===== config.mk =====
export PLATFORM = sky130hd
export DESIGN_NAME = lsu_mem_handshake
export DESIGN_NICKNAME = d
export VERILOG_FILES = /design/src/rtl/lsu_mem_handshake.sv
export SDC_FILE = /design/constraint.sdc
export NUM_CORES = 1
export LEC_CHECK = 0
export BUFFER_PORTS_ARGS = -buffer_cell sky130_fd_sc_hd__buf_4
export CAP_MARGIN = 10
export CORE_MARGIN = 2
export CORE_UTILIZATION = 43
export CTS_CLUSTER_SIZE = 14
export DETAILED_ROUTE_END_ITERATION = 7
export PLACE_DENSITY = 0.93
export SYNTH_ARGS = -nofsm -noshare
export SYNTH_HDL_FRONTEND = slang
export SYNTH_SLANG_ARGS = --single-unit

===== constraint.sdc =====
create_clock -name i_clk -period 4.37 [get_ports i_clk]
set_input_delay 1.311 -clock i_clk [delete_from_list [all_inputs] [get_ports i_clk]]
set_output_delay 1.311 -clock i_clk [all_outputs]
set_load 0.03 [all_outputs]

===== src/rtl/lsu_mem_handshake.sv =====
// lsu_mem_handshake
//   Load/store unit feeding the writeback mux load-data input. Converts each
//   load/store into a req/ack transaction on a multi-cycle data memory. It
//   also performs byte-lane steering, byte masks, sign/zero extension and
//   alignment checks, and stalls the core until the access completes.
//
// Ports
//   i_clk, i_rst_n          clock (rising edge), synchronous active-low reset
//   i_lsu_en, i_lsu_wren    load/store valid, 1=store
//   i_funct3                access width / signedness
//   i_addr, i_st_data       byte address, store data (rs2)
//   o_ld_data               registered, extended load result
//   o_stall                 hold PC and pipeline
//   o_done                  one-cycle pulse when an access completes
//   o_misaligned            misaligned or illegal access (combinational)
//   o_bus_err               one-cycle pulse on timeout (coincides with o_done)
//   o_mem_req/we/addr/wdata/bmask   memory request side
//   i_mem_ack, i_mem_rdata  memory completion side
//
// state  | meaning
// -------+---------------------------------------------------------------
// IDLE   | no access in flight; a legal access stalls and moves on
// ACCESS | request held on the memory bus, waiting for ack or timeout
// DONE   | access finished; o_done pulses, stall released

module lsu_mem_handshake #(
  parameter int unsigned TIMEOUT_CYCLES = 255
) (
  input  logic        i_clk,
  input  logic        i_rst_n,
  input  logic        i_lsu_en,
  input  logic        i_lsu_wren,
  input  logic [2:0]  i_funct3,
  input  logic [31:0] i_addr,
  input  logic [31:0] i_st_data,
  output logic [31:0] o_ld_data,
  output logic        o_stall,
  output logic        o_done,
  output logic        o_misaligned,
  output logic        o_bus_err,
  output logic        o_mem_req,
  output logic        o_mem_we,
  output logic [31:0] o_mem_addr,
  output logic [31:0] o_mem_wdata,
  output logic [3:0]  o_mem_bmask,
  input  logic        i_mem_ack,
  input  logic [31:0] i_mem_rdata
);

  typedef enum logic [1:0] {
    S_IDLE   = 2'd0,
    S_ACCESS = 2'd1,
    S_DONE   = 2'd2
  } state_t;

  localparam logic [15:0] TC_LAST = 16'(TIMEOUT_CYCLES - 1);

  state_t      r_state;
  state_t      w_state_nxt;
  logic [15:0] r_cnt;
  logic [31:0] r_ld_data;
  logic        r_bus_err;

  logic        w_is_h;
  logic        w_is_w;
  logic        w_illegal;
  logic        w_misal;
  logic        w_go;
  logic        w_tc;
  logic [3:0]  w_bmask;
  logic [31:0] w_wdata;
  logic [31:0] w_lane;
  logic [31:0] w_ld_ext;

  // ---------------- access decode ----------------
  assign w_is_h = (i_funct3[1:0] == 2'b01);
  assign w_is_w = (i_funct3 == 3'b010);

  // Stores only know B/H/W; loads additionally allow BU/HU.
  assign w_illegal = i_lsu_wren
                   ? !(i_funct3 == 3'b000 || i_funct3 == 3'b001 || i_funct3 == 3'b010)
                   :  (i_funct3 == 3'b011 || i_funct3 == 3'b110 || i_funct3 == 3'b111);

  assign w_misal = (w_is_h & i_addr[0]) | (w_is_w & (i_addr[1:0] != 2'b00));

  assign o_misaligned = i_lsu_en & (w_misal | w_illegal);
  assign w_go         = i_lsu_en & ~o_misaligned;
  assign w_tc         = (r_cnt == TC_LAST);

  // ---------------- store lane steering ----------------
  always_comb begin
    w_bmask = 4'b1111;
    w_wdata = i_st_data;
    if (i_lsu_wren) begin
      case (i_funct3[1:0])
        2'b00: begin
          w_bmask = 4'b0001 << i_addr[1:0];
          w_wdata = {4{i_st_data[7:0]}};
        end
        2'b01: begin
          w_bmask = 4'b0011 << {i_addr[1], 1'b0};
          w_wdata = {2{i_st_data[15:0]}};
        end
        default: begin
          w_bmask = 4'b1111;
          w_wdata = i_st_data;
        end
      endcase
    end
  end

  // ---------------- load extraction ----------------
  assign w_lane = i_mem_rdata >> {i_addr[1:0], 3'b000};

  always_comb begin
    w_ld_ext = w_lane;
    case (i_funct3)
      3'b000:  w_ld_ext = {{24{w_lane[7]}}, w_lane[7:0]};
      3'b100:  w_ld_ext = {24'h000000, w_lane[7:0]};
      3'b001:  w_ld_ext = {{16{w_lane[15]}}, w_lane[15:0]};
      3'b101:  w_ld_ext = {16'h0000, w_lane[15:0]};
      default: w_ld_ext = w_lane;
    endcase
  end

  // ---------------- FSM: state register ----------------
  always_ff @(posedge i_clk) begin
    if (!i_rst_n) begin
      r_state <= S_IDLE;
    end else begin
      r_state <= w_state_nxt;
    end
  end

  // ---------------- FSM: next state ----------------
  always_comb begin
    w_state_nxt = r_state;
    case (r_state)
      S_IDLE:   if (w_go) w_state_nxt = S_ACCESS;
      S_ACCESS: if (i_mem_ack || w_tc) w_state_nxt = S_DONE;
      // DONE never chains straight into a new access so the instruction
      // still presented by the stalled core is not replayed.
      S_DONE:   w_state_nxt = S_IDLE;
      default:  w_state_nxt = S_IDLE;
    endcase
  end

  // ---------------- FSM: outputs ----------------
  always_comb begin
    o_stall     = 1'b0;
    o_done      = 1'b0;
    o_mem_req   = 1'b0;
    o_mem_we    = 1'b0;
    o_mem_bmask = 4'b0000;
    case (r_state)
      S_IDLE:   o_stall = w_go;
      S_ACCESS: begin
        o_stall     = 1'b1;
        o_mem_req   = 1'b1;
        o_mem_we    = i_lsu_wren;
        o_mem_bmask = w_bmask;
      end
      S_DONE:   o_done = 1'b1;
      default:  o_stall = 1'b0;
    endcase
  end

  assign o_mem_addr  = {i_addr[31:2], 2'b00};
  assign o_mem_wdata = w_wdata;

  // ---------------- timeout counter, load data, bus error ----------------
  always_ff @(posedge i_clk) begin
    if (!i_rst_n) begin
      r_cnt     <= 16'd0;
      r_ld_data <= 32'd0;
      r_bus_err <= 1'b0;
    end else begin
      r_bus_err <= 1'b0;
      if (r_state == S_ACCESS) begin
        if (i_mem_ack) begin
          r_cnt <= 16'd0;
          if (!i_lsu_wren) r_ld_data <= w_ld_ext;
        end else if (w_tc) begin
          // Ack has priority; only a silent final cycle counts as a timeout.
          r_cnt     <= 16'd0;
          r_bus_err <= 1'b1;
          if (!i_lsu_wren) r_ld_data <= 32'd0;
        end else begin
          r_cnt <= r_cnt + 16'd1;
        end
      end else begin
        r_cnt <= 16'd0;
      end
    end
  end

  assign o_ld_data = r_ld_data;
  assign o_bus_err = r_bus_err;

endmodule


==> flow_metrics.py <==
metrics = {
    "synth": {
        "synth_xor_area_share_pct": 3.440,
        "synth-edff-count": 0,
        "synth_top_family_by_area": "compound AO/OA/AOI/OAI gates",
        "synthArstFlopShare_pct": 0,
        "synthMuxAreaShare_pct": 13.19,
        "syn_inst": 378,
        "ys_types": 42,
        "synth_top_area_cell": "dfxtp_1",
        "syn_area_per_cell_um2": 8.755,
        "ys.flop_type": "dfxtp_1",
        "ys_seq_elements": 51,
        "yosysTopAreaCellShare_pct": 30.85,
        "synth-simple-area-share_pct": 14.93,
        "syn_area_um2": 3309,
        "ys_top_cells_by_area": "dfxtp_1, buf_4, a32o_1, mux2i_1, mux2_2",
        "ys_warn_count": 0,
        "synth_fa_ha_area_share_pct": 0.7561,
        "yosysSeqAreaShare_pct": 30.85,
        "synth-compound-area-share_pct": 21.51,
    },
    "drt": {
        "routed-wl-met3_um": 658,
        "dr_wl_met2_um": 4496,
        "wirelength_um": 9332,
        "postRouteAntennaNets": 0,
        "post_drt_wl_per_cell_um": 16.40,
        "top_layer_used": "met4",
        "first_pass_iters": 5,
        "vias": 3178,
        "viasPerCell": 5.585,
        "wl_met1_um": 3931,
        "drtIter0Drc": 214,
        "drc_errors": 0,
    },
    "clocking": {
        "cts_buffers": 5,
        "cts-resized-gates": 0,
        "worstSkewPairLatency_ns": 0.30,
        "post_cts_buffers": 0,
        "holdBufCountCts": 0,
        "cts_max_level": 2,
        "cts_buffer_depth": 2,
        "cts_tree": "built",
        "clk_pin_slew_ns": 0.08,
        "cts-root-buf": "clkbuf_8",
        "clock_sinks": 51,
    },
    "cells_and_area": {
        "n_fill_cell": 652,
        "area_growth_pct": 27.49,
        "regArea_um2": 1021,
        "multiInputGateArea_um2": 1789,
        "antenna_cells": 0,
        "fin_nets": 576,
        "final_util_pct": 57.25,
        "drive_gt1_share_pct": 38.94,
        "final_area_um2": 4219,
    },
    "job": {
        "drv_cap": 0,
    },
    "die": {
        "die_area_um2": 8414,
        "start_util_pct": 44.91,
        "row_count": 31,
        "io_pins": 210,
        "coreArea_um2": 7370,
        "fp.dieW_um": 91.73,
        "die_h_um": 91.73,
    },
    "hold_path": {
        "hold_path_depth": 1,
        "hp-start": "o_ld_data[22]$_SDFFE_PN0P_",
        "min_path_type": "flop to flop",
    },
    "timing": {
        "maxSlewHeadroom_pct": 51.39,
        "tns_ns": 0,
        "rsz0062_at_grt": "false",
        "setup_ws_ns": 0.4263,
        "hold_viol": 0,
        "fmax_mhz": 253.6,
        "holdWs_ns": 0.4727,
        "slew_viol_final": 0,
        "fin_crit_ns": 3.944,
        "setup_viol": 0,
        "min_period_over_period_pct": 90.24,
        "finClkSkew_ns": 0.008044,
        "worst_pin_slew_ns": 0.7291,
    },
    "worst_setup_path": {
        "critPathArrivalTime_ns": 2.63,
        "critPathKind": "primary input to primary output",
        "critPathMaxFanout": 17,
        "critPathCaptureType": "primary output",
        "worstPathRequired_ns": 3.06,
        "rr_startpoint": "r_state[1]$_SDFFE_PN0P_",
        "cp-start-kind": "primary input",
        "startpoint": "i_funct3[0]",
        "reg2regPathDepth": 6,
    },
    "pwr": {
        "p_clk_share_pct": 29.1,
        "swShare_pct": 29.60,
        "p_per_area_nw_per_um2": 258.1,
        "seqPwrFrac_pct": 43.5,
        "power_switching_w": 0.0003223,
        "p_leak_nw": 1.877,
        "combPwrFrac_pct": 27.4,
        "p_int_w": 0.0007665,
        "peakVddDrop_mv": 0.1511,
    },
    "status": {
        "status": "finished clean",
    },
    "placed_design": {
        "place_area_um2": 4116,
        "post-dp-hpwl_um": 7095,
        "port_buffers": 147,
        "pre_cts_ws_ns": 0.4408,
        "finalWeightedCongestion": 0.8449,
    },
    "global_routing": {
        "grt_pass1_vias": 3043,
        "antenna_found_initial": 0,
        "grt.overflow.total": 0,
        "grt_util_all_layers_pct": 21.14,
        "grt_pass1_wl_um": 14770,
        "grt_max_degree": 43,
    },
}
## metal layers
| metal | track usage, % | up-vias |
|---|---|---|
| met5 | 0 | - |
| met4 | 8.085 | 0 |
| met3 | 3.698 | 27 |
| met2 | 35.17 | 151 |
| met1 | 27.31 | 1504 |
| li1 | - | 1496 |
## cells in the mapped netlist, drive strengths merged (3+ instances only)
| cell | number |
|---|---|
| buf | 57 |
| dfxtp | 51 |
| o21ai | 35 |
| nor2 | 24 |
| a32o | 23 |
| mux2i | 23 |
| nand2 | 21 |
| mux2 | 18 |
| inv | 15 |
| a21oi | 13 |
| nor2b | 10 |
| xnor2 | 10 |
| a22o | 9 |
| clkbuf | 9 |
| nand3 | 9 |
| a211o | 7 |
| nor4 | 5 |
| nand2b | 4 |
| nand4 | 4 |
| nor3 | 4 |
| and2 | 3 |
| and3 | 3 |
| xor2 | 3 |
## flip-flops by register name, summed over array words and instances, names as in the netlist
| signal | cells |
|---|---|
| o_bus_err | 1 |
| r_state | 2 |
| o_ld_data | 32 |
| r_cnt | 16 |
## worst max-delay path, stage by stage
cell	delay [ns]
buf_4	0.19
nor2_1	0.16
and2_1	0.40
mux2_2	0.39
buf_4	0.17
## power groups by stage
stage	Sequential (W)	Clock [W]	Combinational (W)
after floorplan	0.000493	0	0.000224
after global placement	0.000484	0	0.000291
after detailed placement	0.000484	0	0.000298
after CTS	0.000474	0.000322	0.000299
after global routing	0.000474	0.000345	0.000319
final	0.000474	0.000316	0.000299
## worst paths after layout
kind,slack [ns],to
hold / removal,0.47,o_ld_data[22]$_SDFFE_PN0P_
setup reg to reg,2.35,o_ld_data[11]$_SDFFE_PN0P_
setup / recovery,0.43,o_mem_wdata[10]
hold reg to reg,0.47,o_ld_data[22]$_SDFFE_PN0P_
## cell usage in the layout (no fill, tap or decap), drive strengths merged, types with 10 or more instances in the layout
cell     n
buf    150
dfxtp   51
o21ai   35
nor2    24
mux2i   23
a32o    23
nand2   21
mux2    18
inv     15
a21oi   13
nor2b   10
xnor2   10
## metrics by stage
step | instances | total power, W
floorplan | 379 | 0.0007173
global placement | 562 | 0.0007752
detailed placement | 562 | 0.0007824
CTS | 569 | 0.001095
global route | 569 | 0.001138
finish | 569 | 0.001089
## layout make-up
| type | instances | area share [%] |
|---|---|---|
| multi-input cells | 247 | 42.41 |
| repair buffers | 150 | 26.69 |
| flip-flops and latches | 51 | 24.20 |
| well taps | 99 | 2.936 |
| clock buffers | 6 | 1.720 |
| inverters | 15 | 1.335 |
| clock inverters | 1 | 0.7117 |
## cell families (layout without fill, tap and decap cells)
family / Yosys count / after routing
AOI/OAI and AO/OA: 96 / 96
and+or+nand+nor: 93 / 93
other: 1 / 2
adders and majority gates: 2 / 2
xor gates and xnor gates: 13 / 13
muxes: 41 / 41
buffers and inverters: 81 / 172
DFF: 51 / 51
(Power assumes the default switching activity.)
